$ cat src/rtl/fifo_access_arbiter_pkg.sv
// Shared constants for the FIFO access arbiter and the FIFO it commands.
package fifo_access_arbiter_pkg;

  typedef enum logic [1:0] {
    OP_IDLE  = 2'b00,
    OP_WRITE = 2'b01,
    OP_READ  = 2'b10
  } opcode_t;

  typedef enum logic {
    ST_RUN   = 1'b0,
    ST_FLUSH = 1'b1
  } state_t;

  localparam int LEVEL_W = 5;

  // Round-robin slots in service order W0 -> W1 -> R
  localparam logic [1:0] SLOT_W0 = 2'd0;
  localparam logic [1:0] SLOT_W1 = 2'd1;
  localparam logic [1:0] SLOT_R  = 2'd2;

  function automatic logic [1:0] slot_of(input logic [2:0] onehot);
    logic [1:0] s;
    s = SLOT_W0;
    if (onehot[1]) s = SLOT_W1;
    if (onehot[2]) s = SLOT_R;
    return s;
  endfunction

endpackage

$ cat src/rtl/fifo_access_arbiter_if.sv
// Bus between the arbiter, its two producers, its consumer and the FIFO.
interface fifo_access_arbiter_if #(parameter int DATA_W = 32);
  import fifo_access_arbiter_pkg::*;

  // Request/grant: a requester raises WrReqN/RdReq (with WrDataN stable) and
  // holds it until the one-cycle grant pulse; a request still high during
  // the grant cycle is a fresh request. RdValid qualifies RdData for a cycle.
  logic              WrReq0;
  logic              WrReq1;
  logic [DATA_W-1:0] WrData0;
  logic [DATA_W-1:0] WrData1;
  logic              RdReq;
  logic              Flush;
  logic [DATA_W-1:0] FifoDout;
  opcode_t           OpCode;
  logic [DATA_W-1:0] FifoDin;
  logic              WrGnt0;
  logic              WrGnt1;
  logic              RdGnt;
  logic              RdValid;
  logic [DATA_W-1:0] RdData;
  logic [4:0]        Level;
  logic              Full;
  logic              Empty;
  logic              Flushing;
  state_t            DbgState;

  modport master (
    input  WrReq0, WrReq1, WrData0, WrData1, RdReq, Flush, FifoDout,
    output OpCode, FifoDin, WrGnt0, WrGnt1, RdGnt, RdValid, RdData,
           Level, Full, Empty, Flushing, DbgState
  );

  modport slave (
    output WrReq0, WrReq1, WrData0, WrData1, RdReq, Flush, FifoDout,
    input  OpCode, FifoDin, WrGnt0, WrGnt1, RdGnt, RdValid, RdData,
           Level, Full, Empty, Flushing, DbgState
  );

endinterface

$ cat src/rtl/fifo_access_arbiter_rr_pick3.sv
// Three-way round-robin pick: search starts at the slot after the last winner.
module rr_pick3
  import fifo_access_arbiter_pkg::*;
(
  input  logic [2:0] elig,
  input  logic [1:0] last,
  output logic [2:0] gnt
);

  always_comb begin
    gnt = 3'b000;
    case (last)
      SLOT_W0: begin
        if (elig[1])      gnt = 3'b010;
        else if (elig[2]) gnt = 3'b100;
        else if (elig[0]) gnt = 3'b001;
      end
      SLOT_W1: begin
        if (elig[2])      gnt = 3'b100;
        else if (elig[0]) gnt = 3'b001;
        else if (elig[1]) gnt = 3'b010;
      end
      default: begin
        if (elig[0])      gnt = 3'b001;
        else if (elig[1]) gnt = 3'b010;
        else if (elig[2]) gnt = 3'b100;
      end
    endcase
  end

endmodule

$ cat src/rtl/fifo_access_arbiter.sv
// Arbitrates two producers and one consumer onto a single FIFO command port,
// tracking occupancy and providing a flush mode that drains the FIFO.
module fifo_access_arbiter
  import fifo_access_arbiter_pkg::*;
#(
  parameter int DEPTH  = 16,
  parameter int DATA_W = 32
) (
  input  logic                  Clk,
  input  logic                  Reset,
  fifo_access_arbiter_if.master bus
);

  localparam logic [LEVEL_W-1:0] DEPTH_L = LEVEL_W'(DEPTH);

  state_t             state, state_n;
  logic [LEVEL_W-1:0] level, level_n;
  logic [1:0]         last, last_n;
  opcode_t            op_q, op_n;
  logic [DATA_W-1:0]  din_q, din_n;
  logic [2:0]         gnt_q, gnt_n;
  logic               rdvalid_q;
  logic [2:0]         elig, pick;

  // bit 0 = W0, bit 1 = W1, bit 2 = R
  assign elig = {bus.RdReq  && (level != '0),
                 bus.WrReq1 && (level < DEPTH_L),
                 bus.WrReq0 && (level < DEPTH_L)};

  rr_pick3 u_pick (
    .elig (elig),
    .last (last),
    .gnt  (pick)
  );

  always_comb begin
    state_n = state;
    level_n = level;
    last_n  = last;
    op_n    = OP_IDLE;
    din_n   = din_q;
    gnt_n   = 3'b000;
    case (state)
      ST_RUN: begin
        if (bus.Flush) begin
          state_n = ST_FLUSH;
        end else if (pick != 3'b000) begin
          gnt_n  = pick;
          last_n = slot_of(pick);
          if (pick[2]) begin
            op_n    = OP_READ;
            level_n = level - 1'b1;
          end else begin
            op_n    = OP_WRITE;
            din_n   = pick[0] ? bus.WrData0 : bus.WrData1;
            level_n = level + 1'b1;
          end
        end
      end
      default: begin
        // Drain without grants; leave as the last word is read out.
        if (level != '0) begin
          op_n    = OP_READ;
          level_n = level - 1'b1;
        end
        if (level <= LEVEL_W'(1)) state_n = ST_RUN;
      end
    endcase
  end

  always_ff @(posedge Clk or posedge Reset) begin
    if (Reset) begin
      state     <= ST_RUN;
      level     <= '0;
      last      <= SLOT_R;
      op_q      <= OP_IDLE;
      din_q     <= '0;
      gnt_q     <= 3'b000;
      rdvalid_q <= 1'b0;
    end else begin
      state     <= state_n;
      level     <= level_n;
      last      <= last_n;
      op_q      <= op_n;
      din_q     <= din_n;
      gnt_q     <= gnt_n;
      rdvalid_q <= (op_q == OP_READ);
    end
  end

  assign bus.OpCode   = op_q;
  assign bus.FifoDin  = din_q;
  assign bus.WrGnt0   = gnt_q[0];
  assign bus.WrGnt1   = gnt_q[1];
  assign bus.RdGnt    = gnt_q[2];
  assign bus.RdValid  = rdvalid_q;
  assign bus.RdData   = bus.FifoDout;
  assign bus.Level    = level;
  assign bus.Full     = (level == DEPTH_L);
  assign bus.Empty    = (level == '0);
  assign bus.Flushing = (state == ST_FLUSH);
  assign bus.DbgState = state;

  a_level_bound: assert property (@(posedge Clk) disable iff (Reset) level <= DEPTH_L);
  a_no_overflow: assert property (@(posedge Clk) disable iff (Reset)
                                  !(op_n == OP_WRITE && level == DEPTH_L));
  a_no_underflow: assert property (@(posedge Clk) disable iff (Reset)
                                   !(op_n == OP_READ && level == '0));
  a_one_grant: assert property (@(posedge Clk) disable iff (Reset) $onehot0(gnt_q));

endmodule
$ cat src/flat_wrapper.sv
// flat-port wrapper written by rule: the top's interface ports become plain ports
module fifo_access_arbiter_flat import fifo_access_arbiter_pkg::*;
#(
  parameter int DEPTH  = 16,
  parameter int DATA_W = 32
)
  (Clk, Reset, bus_WrReq0, bus_WrReq1, bus_WrData0, bus_WrData1, bus_RdReq, bus_Flush, bus_FifoDout, bus_OpCode, bus_FifoDin, bus_WrGnt0, bus_WrGnt1, bus_RdGnt, bus_RdValid, bus_RdData, bus_Level, bus_Full, bus_Empty, bus_Flushing, bus_DbgState);
  fifo_access_arbiter_if #(.DATA_W(DATA_W)) bus_i ();
  input  logic Clk;
  input  logic Reset;
  input wire logic [$bits(bus_i.WrReq0)-1:0] bus_WrReq0;
  input wire logic [$bits(bus_i.WrReq1)-1:0] bus_WrReq1;
  input wire logic [$bits(bus_i.WrData0)-1:0] bus_WrData0;
  input wire logic [$bits(bus_i.WrData1)-1:0] bus_WrData1;
  input wire logic [$bits(bus_i.RdReq)-1:0] bus_RdReq;
  input wire logic [$bits(bus_i.Flush)-1:0] bus_Flush;
  input wire logic [$bits(bus_i.FifoDout)-1:0] bus_FifoDout;
  output wire logic [$bits(bus_i.OpCode)-1:0] bus_OpCode;
  output wire logic [$bits(bus_i.FifoDin)-1:0] bus_FifoDin;
  output wire logic [$bits(bus_i.WrGnt0)-1:0] bus_WrGnt0;
  output wire logic [$bits(bus_i.WrGnt1)-1:0] bus_WrGnt1;
  output wire logic [$bits(bus_i.RdGnt)-1:0] bus_RdGnt;
  output wire logic [$bits(bus_i.RdValid)-1:0] bus_RdValid;
  output wire logic [$bits(bus_i.RdData)-1:0] bus_RdData;
  output wire logic [$bits(bus_i.Level)-1:0] bus_Level;
  output wire logic [$bits(bus_i.Full)-1:0] bus_Full;
  output wire logic [$bits(bus_i.Empty)-1:0] bus_Empty;
  output wire logic [$bits(bus_i.Flushing)-1:0] bus_Flushing;
  output wire logic [$bits(bus_i.DbgState)-1:0] bus_DbgState;
  assign bus_i.WrReq0 = bus_WrReq0;
  assign bus_i.WrReq1 = bus_WrReq1;
  assign bus_i.WrData0 = bus_WrData0;
  assign bus_i.WrData1 = bus_WrData1;
  assign bus_i.RdReq = bus_RdReq;
  assign bus_i.Flush = bus_Flush;
  assign bus_i.FifoDout = bus_FifoDout;
  assign bus_OpCode = bus_i.OpCode;
  assign bus_FifoDin = bus_i.FifoDin;
  assign bus_WrGnt0 = bus_i.WrGnt0;
  assign bus_WrGnt1 = bus_i.WrGnt1;
  assign bus_RdGnt = bus_i.RdGnt;
  assign bus_RdValid = bus_i.RdValid;
  assign bus_RdData = bus_i.RdData;
  assign bus_Level = bus_i.Level;
  assign bus_Full = bus_i.Full;
  assign bus_Empty = bus_i.Empty;
  assign bus_Flushing = bus_i.Flushing;
  assign bus_DbgState = bus_i.DbgState;
  fifo_access_arbiter #(.DEPTH(DEPTH), .DATA_W(DATA_W)) u_core (.Clk(Clk), .Reset(Reset), .bus(bus_i));
endmodule
$ cat config.mk
export PLATFORM = sky130hd
export DESIGN_NAME = fifo_access_arbiter_flat
export DESIGN_NICKNAME = d
export VERILOG_FILES = /design/src/rtl/fifo_access_arbiter_pkg.sv /design/src/rtl/fifo_access_arbiter_if.sv /design/src/rtl/fifo_access_arbiter_rr_pick3.sv /design/src/rtl/fifo_access_arbiter.sv /design/src/flat_wrapper.sv
export SDC_FILE = /design/constraint.sdc
export NUM_CORES = 1
export LEC_CHECK = 0
export CORE_ASPECT_RATIO = 0.7
export CORE_MARGIN = 10
export CORE_UTILIZATION = 25
export CTS_CLUSTER_SIZE = 14
export DETAILED_ROUTE_END_ITERATION = 8
export HOLD_SLACK_MARGIN = 0.12
export PLACE_DENSITY = 0.61
export RECOVER_POWER = 100
export REMOVE_ABC_BUFFERS = 1
export SYNTH_ARGS = -nofsm -noshare
export SYNTH_HDL_FRONTEND = slang
export SYNTH_SLANG_ARGS = --single-unit
$ cat constraint.sdc
create_clock -name Clk -period 3.4 [get_ports Clk]
set_clock_uncertainty 0.05 [all_clocks]
set_input_delay 0.68 -clock Clk [delete_from_list [all_inputs] [get_ports Clk]]
set_output_delay 0.68 -clock Clk [all_outputs]
set_load 0.1 [all_outputs]
==> results.ini, run 1 <==
[global_route]
antenna_found_initial=0
grt_pass1_vias=2241
gr-total-overflow=0
grt_usage_pct=10.2
grt_start_max_net_pins=47
grt_pass1_wl_um=12900

[route]
via_per_inst=4.30
first_pass_iters=4
wirelength_um=8210
routed-via-count=2006
ant_nets=0
wire_per_inst_um=17.6
drt_iter0_drc=45
drc=0

[placement]
finalWeightedCongestion=0.799
post-place-cells=458
io_buffers=116
dpl.hpwl_um=6660

[run_status]
violations=max-capacitance violations, max-slew violations
outcome=finished, violations left

[synthesis]
yosysUniqueCellTypes=51
synth.avg_cell_area_um2=12.2
synth_area_leaders=dfrtp_1, mux2_1, buf_4, mux2_2, buf_6
yosys.area.top_type=dfrtp_1
synthArstFlopShare_pct=100
synth.yosys.seq_area_share_pct=41.4
yosysTopAreaCellShare_pct=40.4
synthCells=228
synth-seq-cells=46
synth_area_mm2=0.00279
ys.flop_type=dfrtp_1
synth.most_common_cell=mux2_1
synthTopCellsByCount=mux2_1, dfrtp_1, buf_4
synth-edff-count=0
yosys_warnings=0

[clock_network]
holdBufCountCts=0
cts.sink_count=46
post-cts-setup-buffer-count=0
cts_max_level=2
cts_buffer_depth=2
numCtsBuffers=5
clk_latency_ps=280
post_cts_resize_count=0
cts_tree=built
path_clk_slew_ps=60
root_buffer=clkbuf_16

[floorplanning]
die_area_mm2=0.0158
die_y_um=108
rows=32
initial_core_util_pct=25.4
core_area_mm2=0.0110
io_pins=181
die_w_um=146

[critical_path]
worstPathRequired_ps=2670
path_max_fanout=7
max_stage_delay_ps=590
end_kind=output pin
slowest_stage=or4b_1
arrival_ps=2240
worstSetupPathType=flip-flop to output pin
crit_chain=inv_1 -> ha_1 -> or4b_1 -> clkinvlp_2 -> clkbuf_2
crit_path_start_kind=flip-flop
worst_r2r_path_depth=8

[finish]
final_cells=466
fillers=1148
diodes=0
layout.nets=418
drive_above_1_share_pct=10.2
area_growth_pct=30.7
final_util_pct=33.2

[timing]
hold_violations=0
period_minus_slack_ps=2970
setup_viol=0
finalCritPeriodShare_pct=87.3
max_slew_margin_pct=-13.6
tightest_slew_ps=1700
slew_violations=47
max_freq_mhz=337
rsz0062_at_grt=false

[hold_path]
holdCritPathClass=flip-flop to flip-flop
holdPathStages=1

[run]
maxCapViolCount=1

==> layer usage <==
layer | track usage [%] | vias up | part of all wire, %
met5 | 1.18 | - | 0
li1 | - | 938 | -
met2 | 13.8 | 114 | 39
met4 | 1.71 | 0 | 0.48
met3 | 6.68 | 6 | 13
met1 | 13.2 | 948 | 47
==> layout by cell type (no fill, tap or decap), types with 3 or more instances in the layout <==
| cell type | count |
|---|---|
| dfrtp_1 | 45 |
| mux2_2 | 15 |
| clkdlybuf4s50_1 | 67 |
| nor2b_1 | 5 |
| inv_1 | 5 |
| nor2_1 | 4 |
| o21ai_0 | 3 |
| nand2_1 | 6 |
| and3_1 | 3 |
| mux2_1 | 49 |
| clkbuf_16 | 5 |
| a21o_1 | 4 |
| clkbuf_1 | 49 |
| ha_1 | 4 |
==> kinds of logic after synthesis <==
| family | share of synthesized area [%] |
|---|---|
| xor+xnor | 0.629 |
| simple gates | 7.81 |
| buf+inv | 15.0 |
| flops | 41.4 |
| compound gates | 6.87 |
| mux | 26.6 |
| fa+ha+maj | 1.80 |
==> worst max-delay path, delay by kind of cell (launching register included) <==
family                     cells  cell delay [ps]
DFF                            1              430
and+or+nand+nor                1              590
buffers and inverters          3              760
adders and majority gates      1              180
==> final timing paths <==
kind                                            from                endpoint  slack [ps]
worst max-delay path             u_core.bus.Level[1]               bus_Empty         430
worst min register to register  u_core.bus.OpCode[0]      u_core.bus.RdValid         400
worst min-delay path            u_core.bus.OpCode[0]      u_core.bus.RdValid         400
worst max register to register   u_core.bus.Level[1]   u_core.bus.FifoDin[4]         600
max in group asynchronous                      Reset  u_core.bus.FifoDin[23]         970
min in group asynchronous                      Reset   u_core.bus.FifoDin[9]        1330
==> area by class of cell <==
class | instances | area (um2) | area share, %
multi-input cells | 130 | 1190 | 32.7
repair buffers | 121 | 927 | 25.5
flip-flops and latches | 46 | 1150 | 31.6
inverters | 8 | 32.5 | 0.893
clock buffers | 8 | 146 | 4.02
well taps | 153 | 191 | 5.26
==> sequential cells by signal (all words and copies together) (netlist names) <==
name                 flops
u_core.bus.RdValid       1
u_core.bus.Level         5
u_core.bus.DbgState      1
u_core.gnt_q             3
u_core.bus.OpCode        2
u_core.bus.FifoDin      32
u_core.last              2
==> per-stage QoR <==
| stage | hold WS, ps | setup slack, ps | cell area (um2) | setup TNS, ps |
|---|---|---|---|---|
| 6_report | 403 | 431 | 3640 | 0 |
| 5_1_grt | 451 | 320 | 3640 | 0 |
| 4_1_cts | 424 | 721 | 3850 | 0 |
| 3_5_place_dp | 413 | 523 | 3700 | 0 |
| 3_3_place_gp | 409 | 582 | 3700 | 0 |
| 2_1_floorplan | 467 | -112 | 2400 | -3270 |
Power of run 1 is not shown: default switching activity piles up to over one toggle a cycle in this logic, so the estimate is an artifact.
==> run 2, diff against run 1 <==
Settings changed: SLEW_MARGIN set to 20.
==> results.ini, run 2 (same netlist as run 1, synthesis figures left out) <==
[timing]
rsz0062_at_grt=false
setup_viol=0  ; unchanged
hold_violations=0  ; unchanged
max_freq_mhz=337  ; about the same
tightest_slew_ps=1980  ; +278 ps
slew_violations=47  ; unchanged
hold_ws_ps=403  ; -0.0580 ps
finalCritPeriodShare_pct=87.4  ; about the same
max_slew_margin_pct=-32.8  ; -19 points
period_minus_slack_ps=2970  ; +1.56 ps

[critical_path]
crit_chain=inv_1 -> ha_1 -> or4b_1 -> clkinvlp_2 -> clkbuf_2
arrival_ps=2240  ; about the same
crit_path_start_kind=flip-flop
worstPathRequired_ps=2670  ; about the same
path_max_fanout=7  ; unchanged
max_stage_delay_ps=590  ; about the same
slowest_stage=or4b_1
worstSetupPathType=flip-flop to output pin
end_kind=output pin

[clock_network]
numCtsBuffers=5  ; unchanged
path_clk_slew_ps=60  ; about the same
cts_max_level=2  ; unchanged
root_buffer=clkbuf_16
clk_latency_ps=280  ; about the same
cts_buffer_depth=2  ; unchanged
post_cts_resize_count=0  ; unchanged
holdBufCountCts=0  ; unchanged
cts.sink_count=46  ; unchanged
post-cts-setup-buffer-count=0  ; unchanged
cts_tree=built

[route]
drt_iter0_drc=45  ; unchanged
routed-via-count=2006  ; unchanged
first_pass_iters=4  ; unchanged
via_per_inst=4.30  ; unchanged
wirelength_um=8220  ; about the same
wire_per_inst_um=17.6  ; about the same
drc=0  ; unchanged
ant_nets=0  ; unchanged

[global_route]
grt_start_max_net_pins=47  ; unchanged
use_met2_pct=13.8  ; unchanged
use_met3_pct=6.68  ; unchanged
grt_pass1_vias=2241  ; unchanged
grtUsageMet1_pct=13.2  ; unchanged
gr-total-overflow=0  ; unchanged
grt_usage_pct=10.2  ; unchanged
busiest_layer=met2
antenna_found_initial=0  ; unchanged
grt_pass1_wl_um=12900  ; unchanged

[finish]
mostFrequentLayoutCells=clkdlybuf4s50_1, mux2_1, clkbuf_1
layout.nets=418  ; unchanged
drive_above_1_share_pct=10.5  ; +0.32 points
final_util_pct=33.2  ; about the same
multi_input_area_mm2=0.00119  ; unchanged
seq_area_mm2=0.00115  ; unchanged
area_growth_pct=30.7  ; about the same
fillers=1148  ; unchanged
diodes=0  ; unchanged
mostFrequentLayoutCell=clkdlybuf4s50_1
largest_reg_flops=32  ; unchanged

[floorplanning]
die_w_um=146  ; unchanged
die_area_mm2=0.0158  ; unchanged
io_pins=181  ; unchanged
die_y_um=108  ; unchanged
rows=32  ; unchanged
initial_core_util_pct=25.4  ; unchanged
core_area_mm2=0.0110  ; unchanged

[run_status]
violations=max-capacitance violations, max-slew violations
outcome=finished, violations left

[hold_path]
holdCritPathClass=flip-flop to flip-flop

[placement]
finalWeightedCongestion=0.799  ; unchanged
io_buffers=116  ; unchanged
dpl.hpwl_um=6660  ; unchanged

[run]
maxCapViolCount=1  ; unchanged

[run 2: path summary, 6_finish.rpt]
check                           depth (start not counted)  slack (ps)                  from                      to
worst max-delay path                                    5         430   u_core.bus.Level[1]               bus_Empty
worst min-delay path                                    1         400  u_core.bus.OpCode[0]      u_core.bus.RdValid
worst max register to register                          8         600   u_core.bus.Level[1]   u_core.bus.FifoDin[4]
worst min register to register                          1         400  u_core.bus.OpCode[0]      u_core.bus.RdValid
max in group asynchronous                               2        1070                 Reset  u_core.bus.FifoDin[23]
min in group asynchronous                               2        1320                 Reset   u_core.bus.FifoDin[9]
[run 2: routing by layer]
layer / share of wire, % / vias to the layer above
met5: 0 / -
met4: 0.47 / 0
met3: 13 / 6
met2: 39 / 114
met1: 47 / 949
li1: - / 937
[run 2: metrics by stage]
step	cells	area [um2]	setup WS, ps	TNS (ps)
after detailed placement	458	3700	523	0
after global placement	458	3700	582	0
after global routing	466	3640	320	0
final	466	3640	430	0
after CTS	466	3850	721	0
after floorplan	184	2400	-112	-3270
[run 2: cell type report]
type,instances,share of cell area (%)
Tap cell,153,5.26
Sequential cell,46,31.6
Timing Repair Buffer,121,25.5
Clock buffer,8,4.02
Inverter,8,0.928
Multi-Input combinational cell,130,32.7
[run 2: critical path, delay by kind of cell (launching register included)]
kind | cells | cell delay [ps]
buffers and inverters | 3 | 760
and+or+nand+nor | 1 | 590
DFF | 1 | 430
adders and majority gates | 1 | 180
Power of run 2 is left out for the same reason.
==> run 3, diff against run 2 <==
Settings changed: PLACE_DENSITY 0.61 to unset, PLACE_DENSITY_LB_ADDON set to 0.08.
==> results.ini, run 3 (same netlist as run 1, synthesis figures left out) <==
[route]
wirelength_um=9280  ; +13%
wire_per_inst_um=19.8  ; +13%
routed-via-count=2049  ; +2.1%
first_pass_iters=4  ; unchanged
ant_nets=0  ; unchanged
drt_iter0_drc=72  ; +60%
via_per_inst=4.38  ; +1.7%
drc=0  ; unchanged

[global_route]
gr-total-overflow=0  ; unchanged
antenna_found_initial=0  ; unchanged
grt_pass1_wl_um=14000  ; +8.2%
grt_start_max_net_pins=47  ; unchanged
grt_pass1_vias=2161  ; -3.6%
grt_usage_pct=11.6  ; +1.4 points

[pwr]
power_leakage_nw=1.53
p_switching_mw=2.61
pwr-share-seq_pct=21.6
intPower_mw=1.75
combPwrFrac_pct=63.7
clkPwrFrac_pct=14.7
peakVddDrop_mv=0.431
sw_frac_of_total_pct=59.8
p_per_area_mw_per_mm2=1180

[timing]
tightest_slew_ps=1240  ; -736 ps
max_freq_mhz=335  ; -0.60%
rsz0062_at_grt=false
hold_violations=0  ; unchanged
max_slew_margin_pct=17.4  ; +50 points
setup_viol=0  ; unchanged
finalCritPeriodShare_pct=87.9  ; +0.52 points
period_minus_slack_ps=2990  ; +17.8 ps
fin_ws_ps=412  ; -17.8 ps
slew_violations=0  ; -100%

[finish]
diodes=0  ; unchanged
final_util_pct=33.7  ; +0.55 points
seq_area_mm2=0.00115  ; unchanged
mostFrequentLayoutCell=clkdlybuf4s50_1
layout.nets=420  ; +0.48%
largest_reg_flops=32  ; unchanged
final_cell_area_mm2=0.00370  ; +1.6%
fillers=1167  ; +1.7%
multi_input_area_mm2=0.00119  ; +0.10%
mostFrequentLayoutCells=clkdlybuf4s50_1, mux2_1, clkbuf_1
drive_above_1_share_pct=11.7  ; +1.2 points
area_growth_pct=32.9

[critical_path]
cp-endpoint=bus_Empty
end_kind=output pin
worst_r2r_path_depth=8  ; unchanged
reg2reg_to=u_core.bus.FifoDin[11]
r2r_start=u_core.bus.Level[1]
path_max_fanout=7  ; unchanged
crit_path_start_kind=flip-flop
arrival_ps=2260  ; +20 ps
worstSetupPathType=flip-flop to output pin
reg2reg_slack_ps=430  ; -170 ps
worstPathRequired_ps=2670  ; about the same
critPathLaunch=u_core.bus.Level[1]

[placement]
dpl.hpwl_um=7350  ; +10%
io_buffers=116  ; unchanged
post-place-ws_ps=445  ; -78.3 ps
finalWeightedCongestion=0.805  ; +0.78%
place_area_mm2=0.00372  ; +0.41%

[hold_path]
holdCritPathClass=flip-flop to flip-flop
hold_start=u_core.bus.OpCode[0]

[run]
maxCapViolCount=0  ; -1

[clock_network]
path_clk_slew_ps=70  ; about the same
cts.sink_count=46  ; unchanged
numCtsBuffers=5  ; unchanged
cts_buffer_depth=2  ; unchanged
holdBufCountCts=0  ; unchanged
root_buffer=clkbuf_16
clk_latency_ps=290  ; about the same
cts_max_level=2  ; unchanged
cts_tree=built
post_cts_resize_count=0  ; unchanged
post-cts-setup-buffer-count=0  ; unchanged

[floorplanning]
die_area_mm2=0.0158  ; unchanged
die_w_um=146  ; unchanged
initial_core_util_pct=25.4  ; unchanged
core_area_mm2=0.0110  ; unchanged
die_y_um=108  ; unchanged
rows=32  ; unchanged
io_pins=181  ; unchanged

[run_status]
outcome=finished clean

[run 3: how the worst min path moves through the flow]
| stage | end | slack, ps | cells past startpoint |
|---|---|---|---|
| global placement | u_core.bus.RdValid | 370 | 1 |
| finish | u_core.bus.RdValid | 380 | 1 |
| global route | u_core.bus.RdValid | 390 | 1 |
| CTS | u_core.bus.RdValid | 380 | 1 |
| detailed placement | u_core.bus.RdValid | 370 | 1 |
| floorplan | u_core.last[1] | 470 | 1 |
[run 3: through the flow]
| stage | TNS (ps) | power (mW) | hold WS [ps] | std cells |
|---|---|---|---|---|
| 6_report | 0 | 4.36 | 377 | 468 |
| 3_3_place_gp | 0 | 4.00 | 370 | 460 |
| 5_1_grt | 0 | 4.58 | 388 | 468 |
| 4_1_cts | 0 | 4.66 | 385 | 468 |
| 2_1_floorplan | -3270 | 3.24 | 467 | 184 |
| 3_5_place_dp | 0 | 4.00 | 374 | 460 |
[run 3: power groups by stage]
stage	combinational, mW	clock, mW	sequential, mW
2_1_floorplan	0.620	0	2.62
5_1_grt	2.91	0.695	0.981
4_1_cts	3.04	0.671	0.952
6_report	2.78	0.642	0.940
3_3_place_gp	3.04	0	0.965
3_5_place_dp	3.04	0	0.958
[run 3: layer usage]
layer	track usage [%]	vias to the layer above	wire, um
met1	15.3	977	4260
met3	6.93	7	1150
met5	2.35	-	53
li1	-	944	-
met2	15.3	119	3760
met4	2.56	2	61
[run 3: worst max-delay path: stages, from the launching register on]
cell        delay (ps)
dfrtp_1            430
inv_1              130
ha_1               200
or4b_1             580
clkinvlp_2         160
clkbuf_2           460
[run 3: cell type report]
cell class              instances  share of cell area [%]
clock buffers                   5                    3.38
clock inverters                 3                    1.86
inverters                       8                   0.879
multi-input cells             130                    32.2
flip-flops and latches         46                    31.1
well taps                     153                    5.17
repair buffers                123                    25.4
Power figures use the tool's default switching activity.
